### src/rtl/csi2_rx_pkg.sv
// Shared CSI-2 receive definitions: RAW10 geometry and the unpacker phase type.
package csi2_rx_pkg;

  localparam int unsigned RAW10_GROUP_BYTES  = 5;
  localparam int unsigned RAW10_PX_PER_GROUP = 4;
  localparam int unsigned RAW10_PX_WIDTH     = 10;
  localparam int unsigned RAW10_WORD_W       = RAW10_PX_PER_GROUP * RAW10_PX_WIDTH;
  localparam int unsigned RAW10_IN_BYTES     = 4;
  localparam int unsigned RAW10_ACC_BYTES    = 8;

  typedef enum logic [2:0] {
    PH0 = 3'd0,
    PH1 = 3'd1,
    PH2 = 3'd2,
    PH3 = 3'd3,
    PH4 = 3'd4
  } raw10_phase_t;

  // Bytes waiting in the accumulator when a beat arrives in a given phase.
  function automatic logic [2:0] phase_held_bytes(input raw10_phase_t ph);
    case (ph)
      PH1:     return 3'd4;
      PH2:     return 3'd3;
      PH3:     return 3'd2;
      PH4:     return 3'd1;
      default: return 3'd0;
    endcase
  endfunction

  function automatic raw10_phase_t phase_next(input raw10_phase_t ph);
    case (ph)
      PH0:     return PH1;
      PH1:     return PH2;
      PH2:     return PH3;
      PH3:     return PH4;
      default: return PH0;
    endcase
  endfunction

endpackage

### src/rtl/axi4_stream_if.sv
// AXI4-Stream bundle with a single-bit tuser used as the frame-start marker.
interface axi4_stream_if #(
  parameter int unsigned DATA_W = 32,
  parameter int unsigned ID_W   = 4,
  parameter int unsigned DEST_W = 4
);
  logic                  tvalid;
  logic                  tready;
  logic [DATA_W-1:0]     tdata;
  logic [DATA_W/8-1:0]   tstrb;
  logic [DATA_W/8-1:0]   tkeep;
  logic                  tlast;
  logic [ID_W-1:0]       tid;
  logic [DEST_W-1:0]     tdest;
  logic                  tuser;

  modport master (
    output tvalid, tdata, tstrb, tkeep, tlast, tid, tdest, tuser,
    input  tready
  );

  modport slave (
    input  tvalid, tdata, tstrb, tkeep, tlast, tid, tdest, tuser,
    output tready
  );
endinterface

### src/rtl/csi2_raw10_lsb_merge.sv
// Merges one 5-byte RAW10 group into four 10-bit pixels, P0 in the low bits.
module csi2_raw10_lsb_merge
  import csi2_rx_pkg::*;
(
  input  logic [8*RAW10_GROUP_BYTES-1:0] group_bytes,
  output logic [RAW10_WORD_W-1:0]        word_c
);

  logic [7:0] lsb_byte;

  always_comb begin
    lsb_byte = group_bytes[8*(RAW10_GROUP_BYTES-1) +: 8];
    word_c   = '0;
    for (int k = 0; k < int'(RAW10_PX_PER_GROUP); k++) begin
      word_c[k*RAW10_PX_WIDTH +: RAW10_PX_WIDTH] = {group_bytes[8*k +: 8], lsb_byte[2*k +: 2]};
    end
  end

endmodule

### src/rtl/csi2_raw10_unpacker.sv
// 32->40 bit RAW10 gearbox: packs payload beats into 4-pixel words, carrying SOF/EOL.
module csi2_raw10_unpacker
  import csi2_rx_pkg::*;
#(
  parameter bit CHECK_LEN = 1'b1
) (
  input  logic          clk_i,
  input  logic          rst_i,
  axi4_stream_if.slave  pkt_i,
  axi4_stream_if.master pkt_o,
  output logic          len_err_o
);

  localparam int unsigned ACC_W   = 8 * RAW10_ACC_BYTES;
  localparam int unsigned GROUP_W = 8 * RAW10_GROUP_BYTES;

  raw10_phase_t          phase_q, phase_d;
  logic [ACC_W-1:0]      acc_q, acc_d;
  logic                  sof_pend_q, sof_pend_d;
  logic                  out_valid_q, out_valid_d;
  logic [RAW10_WORD_W-1:0] out_data_q, out_data_d;
  logic                  out_user_q, out_user_d;
  logic                  out_last_q, out_last_d;
  logic                  len_err_q, len_err_d;

  logic                  in_ready_c;
  logic                  accept;
  logic                  emit;
  logic [2:0]            held;
  logic [ACC_W-1:0]      merged;
  logic [RAW10_WORD_W-1:0] group_word_c;

  // Oldest bytes sit at the bottom; the new beat lands just above what is held.
  always_comb begin
    held   = phase_held_bytes(phase_q);
    merged = acc_q | (ACC_W'(pkt_i.tdata) << {held, 3'b000});
  end

  csi2_raw10_lsb_merge u_lsb_merge (
    .group_bytes (merged[GROUP_W-1:0]),
    .word_c      (group_word_c)
  );

  assign in_ready_c = !out_valid_q || pkt_o.tready;
  assign accept     = pkt_i.tvalid && in_ready_c;

  always_comb begin
    phase_d     = phase_q;
    acc_d       = acc_q;
    sof_pend_d  = sof_pend_q;
    out_valid_d = out_valid_q && !pkt_o.tready;
    out_data_d  = out_data_q;
    out_user_d  = out_user_q;
    out_last_d  = out_last_q;
    len_err_d   = 1'b0;
    emit        = 1'b0;

    if (accept) begin
      emit = (phase_q != PH0);
      if (pkt_i.tlast) begin
        // End of line: any partial group is discarded and the gearbox realigns.
        phase_d = PH0;
        acc_d   = '0;
        if (phase_q != PH4) len_err_d = 1'(CHECK_LEN);
      end else begin
        phase_d = phase_next(phase_q);
        acc_d   = emit ? (merged >> GROUP_W) : merged;
      end

      if (emit) begin
        out_valid_d = 1'b1;
        out_data_d  = group_word_c;
        out_user_d  = sof_pend_q || pkt_i.tuser;
        out_last_d  = pkt_i.tlast;
        sof_pend_d  = 1'b0;
      end else if (pkt_i.tuser) begin
        sof_pend_d  = 1'b1;
      end
    end
  end

  always_ff @(posedge clk_i) begin
    if (rst_i) begin
      phase_q     <= PH0;
      acc_q       <= '0;
      sof_pend_q  <= 1'b0;
      out_valid_q <= 1'b0;
      out_data_q  <= '0;
      out_user_q  <= 1'b0;
      out_last_q  <= 1'b0;
      len_err_q   <= 1'b0;
    end else begin
      phase_q     <= phase_d;
      acc_q       <= acc_d;
      sof_pend_q  <= sof_pend_d;
      out_valid_q <= out_valid_d;
      out_data_q  <= out_data_d;
      out_user_q  <= out_user_d;
      out_last_q  <= out_last_d;
      len_err_q   <= len_err_d;
    end
  end

  assign pkt_i.tready = in_ready_c;
  assign pkt_o.tvalid = out_valid_q;
  assign pkt_o.tdata  = out_data_q;
  assign pkt_o.tuser  = out_user_q;
  assign pkt_o.tlast  = out_last_q;
  assign pkt_o.tstrb  = '1;
  assign pkt_o.tkeep  = '1;
  assign pkt_o.tid    = '0;
  assign pkt_o.tdest  = '0;
  assign len_err_o    = len_err_q;

  logic unused_sideband;
  assign unused_sideband = ^{pkt_i.tstrb, pkt_i.tkeep, pkt_i.tid, pkt_i.tdest};

endmodule

### src/flat_wrapper.sv
// flat-port wrapper written by rule: the top's interface ports become plain ports
module csi2_raw10_unpacker_flat import csi2_rx_pkg::*;
#(
  parameter bit CHECK_LEN = 1'b1
)
  (clk_i, rst_i, len_err_o, pkt_i_tvalid, pkt_i_tdata, pkt_i_tstrb, pkt_i_tkeep, pkt_i_tlast, pkt_i_tid, pkt_i_tdest, pkt_i_tuser, pkt_i_tready, pkt_o_tvalid, pkt_o_tdata, pkt_o_tstrb, pkt_o_tkeep, pkt_o_tlast, pkt_o_tid, pkt_o_tdest, pkt_o_tuser, pkt_o_tready);
  axi4_stream_if #(.DATA_W(32)) pkt_i_i ();
  axi4_stream_if #(.DATA_W(40)) pkt_o_i ();
  input  logic clk_i;
  input  logic rst_i;
  output logic len_err_o;
  input wire logic [$bits(pkt_i_i.tvalid)-1:0] pkt_i_tvalid;
  input wire logic [$bits(pkt_i_i.tdata)-1:0] pkt_i_tdata;
  input wire logic [$bits(pkt_i_i.tstrb)-1:0] pkt_i_tstrb;
  input wire logic [$bits(pkt_i_i.tkeep)-1:0] pkt_i_tkeep;
  input wire logic [$bits(pkt_i_i.tlast)-1:0] pkt_i_tlast;
  input wire logic [$bits(pkt_i_i.tid)-1:0] pkt_i_tid;
  input wire logic [$bits(pkt_i_i.tdest)-1:0] pkt_i_tdest;
  input wire logic [$bits(pkt_i_i.tuser)-1:0] pkt_i_tuser;
  output wire logic [$bits(pkt_i_i.tready)-1:0] pkt_i_tready;
  output wire logic [$bits(pkt_o_i.tvalid)-1:0] pkt_o_tvalid;
  output wire logic [$bits(pkt_o_i.tdata)-1:0] pkt_o_tdata;
  output wire logic [$bits(pkt_o_i.tstrb)-1:0] pkt_o_tstrb;
  output wire logic [$bits(pkt_o_i.tkeep)-1:0] pkt_o_tkeep;
  output wire logic [$bits(pkt_o_i.tlast)-1:0] pkt_o_tlast;
  output wire logic [$bits(pkt_o_i.tid)-1:0] pkt_o_tid;
  output wire logic [$bits(pkt_o_i.tdest)-1:0] pkt_o_tdest;
  output wire logic [$bits(pkt_o_i.tuser)-1:0] pkt_o_tuser;
  input wire logic [$bits(pkt_o_i.tready)-1:0] pkt_o_tready;
  assign pkt_i_i.tvalid = pkt_i_tvalid;
  assign pkt_i_i.tdata = pkt_i_tdata;
  assign pkt_i_i.tstrb = pkt_i_tstrb;
  assign pkt_i_i.tkeep = pkt_i_tkeep;
  assign pkt_i_i.tlast = pkt_i_tlast;
  assign pkt_i_i.tid = pkt_i_tid;
  assign pkt_i_i.tdest = pkt_i_tdest;
  assign pkt_i_i.tuser = pkt_i_tuser;
  assign pkt_i_tready = pkt_i_i.tready;
  assign pkt_o_tvalid = pkt_o_i.tvalid;
  assign pkt_o_tdata = pkt_o_i.tdata;
  assign pkt_o_tstrb = pkt_o_i.tstrb;
  assign pkt_o_tkeep = pkt_o_i.tkeep;
  assign pkt_o_tlast = pkt_o_i.tlast;
  assign pkt_o_tid = pkt_o_i.tid;
  assign pkt_o_tdest = pkt_o_i.tdest;
  assign pkt_o_tuser = pkt_o_i.tuser;
  assign pkt_o_i.tready = pkt_o_tready;
  csi2_raw10_unpacker #(.CHECK_LEN(CHECK_LEN)) u_core (.clk_i(clk_i), .rst_i(rst_i), .pkt_i(pkt_i_i), .pkt_o(pkt_o_i), .len_err_o(len_err_o));
endmodule
### config.mk
export PLATFORM = sky130hd
export DESIGN_NAME = csi2_raw10_unpacker_flat
export DESIGN_NICKNAME = d
export VERILOG_FILES = /design/src/rtl/csi2_rx_pkg.sv /design/src/rtl/axi4_stream_if.sv /design/src/rtl/csi2_raw10_lsb_merge.sv /design/src/rtl/csi2_raw10_unpacker.sv /design/src/flat_wrapper.sv
export SDC_FILE = /design/constraint.sdc
export NUM_CORES = 1
export LEC_CHECK = 0
export BUFFER_PORTS_ARGS = -buffer_cell sky130_fd_sc_hd__buf_4
export CAP_MARGIN = 20
export CORE_ASPECT_RATIO = 0.5
export CORE_MARGIN = 4
export CORE_UTILIZATION = 60
export DETAILED_ROUTE_END_ITERATION = 7
export GPL_ROUTABILITY_DRIVEN = 0
export PLACE_DENSITY = 0.89
export SLEW_MARGIN = 20
export SYNTH_ARGS = -nofsm -noshare
export SYNTH_HDL_FRONTEND = slang
export SYNTH_SLANG_ARGS = --single-unit
export TNS_END_PERCENT = 50
### constraint.sdc
create_clock -name clk_i -period 4.1 [get_ports clk_i]
set_clock_uncertainty 0.2 [all_clocks]
set_input_delay 0.205 -clock clk_i [delete_from_list [all_inputs] [get_ports clk_i]]
set_output_delay 0.205 -clock clk_i [all_outputs]
set_load 0.02 [all_outputs]
-- Word level (Yosys, flattened, before mapping)
Index checks and enable logic that the tools add are counted.
- flip-flop bits (word level): 112
- input port bits: 54
- output and inout port bits: 63
- word-level logic and storage cells: 39
- eq/ne operators: 5
- shift-type cells: 1
- mux-type cells: 10
- bitwise operators: 3
- reductions and logical operators: 12
- operators by type and width (cell ; count):
    $mux 64 ; 2
    $or 64x64->64 ; 1
    $shl 32x6->64 ; 1
    $pmux 3 s4 ; 2
    $eq 3x2->1 const B ; 2
    $mux 1 ; 5
    $reduce_and 2->1 ; 2
    $eq 3x1->1 const B ; 1
    $eq 3x3->1 const B ; 1
    $logic_not 3->1 ; 1
    $mux 3 ; 1
    $ne 3x3->1 const B ; 1
    $reduce_bool 3->1 ; 1
    $reduce_or 3->1 ; 1
    $logic_and 1x1->1 ; 2
    $logic_not 1->1 ; 2
    $logic_or 1x1->1 ; 2
    $not 1->1 ; 2
    $reduce_bool 2->1 ; 1

-- Logic depth before layout (Yosys ltp)
- word-level depth: 6
- gate-level depth with buffers: 8
- depth with buffers taken out: 5

-- Modules after synthesis
A second synthesis with hierarchy kept.
- cell total of the unflattened synthesis: 756
- area total of the unflattened synthesis: 6038.3 um^2
- by module, submodules not included (module ; instances ; cells an instance ; area each (um^2) ; sequential area each (um^2)):
    csi2_raw10_unpacker ; 1 ; 716 ; 5738.0 ; 2242.2
    csi2_raw10_lsb_merge ; 1 ; 40 ; 300.3 ; 0.0

-- Least setup slack after synthesis
Ideal clock, no wire load.
- path type: reg-to-reg
- start point: reg u_core.phase_q[0]
- end point: reg u_core.out_data_q[12], in the netlist u_core.pkt_o.tdata[12]
- setup time: 0.132 ns
- arrival time: 1.533 ns
- slack: 2.235 ns
- cell stages (with the launch flop): 7
- buffers on the path: 2
- period minus slack after synthesis: 1.865 ns
- cell sequence: dfxtp_1 buf_4 nor2_1 buf_2 mux2_2 a2111oi_0 nor3_1
- cells in the longest elaborated chain, start to end: 4
- elaborated cells on any way between the ends: 9
- ends and longest elaborated chain (item ; RTL line ; text):
    start, declared ; csi2_raw10_unpacker.sv:17 ; raw10_phase_t phase_q, phase_d;
    start signal, assigned ; csi2_raw10_unpacker.sv:93 ; phase_q <= phase_d;
    $eq 3x3->1 (tied with other cells) ; csi2_rx_pkg.sv:21 ; case (ph)
    $pmux 3 s4 ; csi2_rx_pkg.sv:21 ;
    $shl 32x6->64 ; csi2_raw10_unpacker.sv:36 ; merged = acc_q | (ACC_W'(pkt_i.tdata) << {held, 3'b000});
    $or 64x64->64 ; csi2_raw10_unpacker.sv:36 ;
    end signal, assigned ; csi2_raw10_unpacker.sv:97 ; out_data_q <= out_data_d;
    end, declared ; csi2_raw10_unpacker.sv:21 ; logic [RAW10_WORD_W-1:0] out_data_q, out_data_d;
Several ways; a longest one is shown, not always the timed one.
A chain may end at the register's enable or synchronous reset.

-- Worst setup path after layout
- start point: reg u_core.phase_q[1]
- end point: reg u_core.acc_q[31]
- cells in the longest elaborated chain, start to end: 6
- elaborated cells on any way between the ends: 10
- ends and longest elaborated chain (item ; RTL line ; text):
    $eq 3x3->1 (tied with other cells) ; csi2_rx_pkg.sv:21 ;
    $pmux 3 s4 ; csi2_rx_pkg.sv:21 ;
    $shl 32x6->64 ; csi2_raw10_unpacker.sv:36 ;
    $or 64x64->64 ; csi2_raw10_unpacker.sv:36 ;
    $mux 64 * ; csi2_raw10_unpacker.sv:67 ; acc_d = emit ? (merged >> GROUP_W) : merged;
    $mux 64 * ; csi2_raw10_unpacker.sv:60 ; if (pkt_i.tlast) begin
    end signal, assigned ; csi2_raw10_unpacker.sv:85 ; acc_q <= '0;
    end signal, assigned ; csi2_raw10_unpacker.sv:94 ; acc_q <= acc_d;
    end, declared ; csi2_raw10_unpacker.sv:18 ; logic [ACC_W-1:0] acc_q, acc_d;
Mark *: on every way between the ends. The rest lies on a longest branch, timed or not.

==> metrics.log <==
[metrics] end of the worst register-to-register path: u_core.acc_q[31]
[metrics] GRT Overall Usage: 0.323
[metrics] total met2 wirelength after detailed routing: 7830 um
[metrics] tightest slew margin relative to the limit: 0.286
[metrics] path type of the worst min-delay path: in2reg
[metrics] number of buffer cells added on primary ports: 82
[metrics] number of buffers inserted for hold repair after clock tree synthesis: 5
[metrics] launch instance of the worst register-to-register path: u_core.phase_q[1]
[metrics] Initial Util: 0.625
[metrics] most frequent cells in the layout: sky130_fd_sc_hd__dfxtp_1 (109), sky130_fd_sc_hd__buf_4 (97), sky130_fd_sc_hd__nor2_1 (78), sky130_fd_sc_hd__a21oi_1 (49), sky130_fd_sc_hd__nor3_1 (48)
[metrics] uppermost signal routing layer after detailed routing: met5
[metrics] Setup Fix Bufs, Post-CTS: 0
[metrics] clock tree root driver cell: sky130_fd_sc_hd__clkbuf_16
[metrics] count of nets left with antenna violations after detail routing: 0
[metrics] std cell rows: 25
[metrics] fraction of final layout cells sized beyond drive strength 1: 0.204
[metrics] Register-to-Register Setup Slack: approximately 1.1 ns
[metrics] number of cells traversed by the worst register-to-register path: 5
[metrics] P_leak: 2.63 nW
[metrics] total I/O pin count: 117
[metrics] f_max: 337 MHz
[metrics] remaining routing DRC violations: 0
[metrics] via count: approximately 6100
[metrics] count of antenna diodes in the layout: 0
[metrics] Num CTS Buffers: 9
[metrics] number of antenna violations at the first check in global routing: 1
[metrics] WL met3: 3010 um
[metrics] worst min-delay path startpoint: pkt_i_tdata[8]
[metrics] smallest setup slack after layout: 1.14 ns
[metrics] global-route wire length before repair: between 20000 and 30000 um
[metrics] met1 wire length: 7390 um
[metrics] number of clock sinks: ~110
[metrics] final-report hold violation count: 0
[metrics] main flop type after synthesis: sky130_fd_sc_hd__dfxtp_1
[metrics] area of the die: around 12000 um^2
[metrics] mean number of vias per cell: around 6.8
[metrics] detailed placer's ending HPWL: ~12000 um
[metrics] Initial DRC Count: 1012
[metrics] RSZ-0062 raised after global routing: no
[metrics] Gates resized, CTS repair: 0
[metrics] status: finished clean
[metrics] NumNets Final: 820
[metrics] timing startpoint of the critical path: u_core.phase_q[1]
[metrics] via count of the first global-routing pass: around 5600
[metrics] number of synthesis warnings: 0
[metrics] sequential cell area fraction in the yosys report: 0.375
[metrics] Required @ worst endpoint: approximately 4.2 ns
[metrics] Worst setup SP type: register
[metrics] pin slew with the least headroom to its limit: 1.06 ns
[metrics] drt first pass iters: 6
[metrics] post-synthesis instance total: 720
[metrics] total setup violations reported at the end of the flow: 0
[metrics] maximum fanout along the worst path: 37
[metrics] count of different cell masters after synthesis: 56
[metrics] number of H-tree levels: 3
[metrics] Area growth syn-to-layout: 14.6%
[metrics] height of the die: roughly 79 um
[metrics] largest net degree at the start of global routing: around 80
[metrics] critical path start-end classification: reg2reg
[metrics] maximum clock path buffer count: 2
[metrics] total congestion overflow after global routing: 0
[metrics] number of synthesized flops with an enable pin: 0
[metrics] mapped cell area: between 5000 and 6000 um^2
[metrics] Avg Synthesized Cell Area: 8.31 um^2
[metrics] setup TNS after final layout: 0 ns
[metrics] final max-slew violation count: 0
[metrics] clk slew on worst S/H paths: 0.08 ns
[metrics] arrival time worst endpoint: 3.04 ns
[metrics] final worst path period need: 2.96 ns
[metrics] endpoint of the worst setup timing path: u_core.acc_q[31]
[metrics] Async S/R FF share, synth: 0
[metrics] Die X: 149 um
[metrics] count of maximum capacitance violations: 0
[metrics] peak ir drop on the vdd network: between 0.2 and 0.25 mV
[metrics] clock tree from TritonCTS: built
[metrics] share of the clock period used by the worst path: 0.723
[metrics] endpoint class of the critical path: register
[metrics] leading cell type in the layout, fill and taps excluded: sky130_fd_sc_hd__dfxtp_1
[metrics] flops & latches, synth: 112
[metrics] worst slack, placed: 1.39 ns
[metrics] drt wl/cell: 21.1 um
[metrics] core footprint: 9570 um^2
[metrics] Routed Wire Length: around 19000 um
[metrics] clk_lat worst skew: between 0.3 and 0.4 ns
[metrics] cell area power density: ~370 nW/um^2
cell usage after synthesis, drive strengths merged (2+ instances only):
library cell / n / share of area
buf: 47 / 0.053
conb: 2 / 0.0013
or3: 2 / 0.0029
or3b: 5 / 0.0073
o21ai: 25 / 0.021
a221oi: 9 / 0.013
o31ai: 16 / 0.020
inv: 15 / 0.0094
o21a: 5 / 0.0063
nor2b: 3 / 0.0031
nor3b: 6 / 0.0084
nor4: 14 / 0.018
mux2i: 12 / 0.020
a2bb2oi: 6 / 0.0088
o22ai: 13 / 0.014
a32o: 7 / 0.012
o21bai: 3 / 0.0038
nand2: 44 / 0.028
a21o: 8 / 0.010
a31o: 6 / 0.0088
mux2: 18 / 0.034
dfxtp: 112 / 0.37
nor3: 51 / 0.044
a211oi: 21 / 0.026
mux4: 3 / 0.011
o32ai: 5 / 0.0073
nor2: 79 / 0.050
a21oi: 49 / 0.041
a2111oi: 14 / 0.021
and2: 16 / 0.017
nand2b: 5 / 0.0052
nand3b: 32 / 0.040
a22oi: 8 / 0.010
clkbuf: 36 / 0.023
nand3: 14 / 0.013
stage by stage:
stage | util | instances | hold WS, ns | instance area, um^2 | power (mW)
CTS | 0.716 | 906 | 0.00141 | 6860 | 2.55
global placement | 0.679 | 885 | 0.228 | 6500 | 1.64
finish | 0.716 | 906 | 0.0136 | 6860 | 2.56
detailed placement | 0.679 | 885 | 0.237 | 6500 | 1.66
global route | 0.716 | 906 | 0.0232 | 6860 | 2.65
floorplan | - | 736 | 0.178 | 6040 | 1.50
state kept, by name (all words and copies together) (netlist names):
register	cells
u_core.phase_q	3
u_core.pkt_o.tdata	40
u_core.pkt_o.tvalid	1
u_core.acc_q	64
u_core.sof_pend_q	1
u_core.pkt_o.tuser	1
u_core.len_err_o	1
u_core.pkt_o.tlast	1
worst min path at each step:
stage | depth (start not counted) | slack [ns] | to
floorplan | 2 | 0.18 | u_core.phase_q[1]
CTS | 3 | 0.001 | u_core.phase_q[1]
finish | 3 | 0.01 | u_core.acc_q[8]
global route | 3 | 0.02 | u_core.acc_q[8]
global placement | 2 | 0.23 | u_core.acc_q[12]
detailed placement | 2 | 0.24 | u_core.acc_q[11]
critical path, stage by stage (launching register included):
cell                      delay [ns]
sky130_fd_sc_hd__dfxtp_2        0.68
sky130_fd_sc_hd__buf_4          0.47
sky130_fd_sc_hd__xnor2_1        0.39
sky130_fd_sc_hd__nor2_1         0.49
sky130_fd_sc_hd__mux4_2         0.45
sky130_fd_sc_hd__o22ai_1        0.20
per-layer routing:
layer  up-vias  global-route usage
li1       2687                   -
met1      2851               0.420
met2       491               0.471
met3       117               0.141
met4         2               0.127
met5         -                   0
report_power, final:
| part | internal, mW | switching [mW] | leakage, nW | total (mW) |
|---|---|---|---|---|
| Clock | 0.479 | 0.427 | 0.135 | 0.906 |
| Combinational | 0.183 | 0.305 | 1.58 | 0.488 |
| Sequential | 1.14 | 0.0314 | 0.912 | 1.17 |
area by class of cell:
type,count,area [um^2]
repair buffers,102,778
well taps,135,169
multi-input cells,525,3300
fillers,751,2720
clock inverters,7,77.6
flip-flops and latches,112,2250
clock buffers,9,225
inverters,16,60.1
cell families after synthesis:
family,synth area share
buffers and inverters,0.0854
DFF,0.375
muxes,0.0653
and+or+nand+nor,0.243
xor gates and xnor gates,0.00146
other,0.00126
AOI/OAI and AO/OA,0.229
Note: power is estimated with default switching activity, not from simulation.
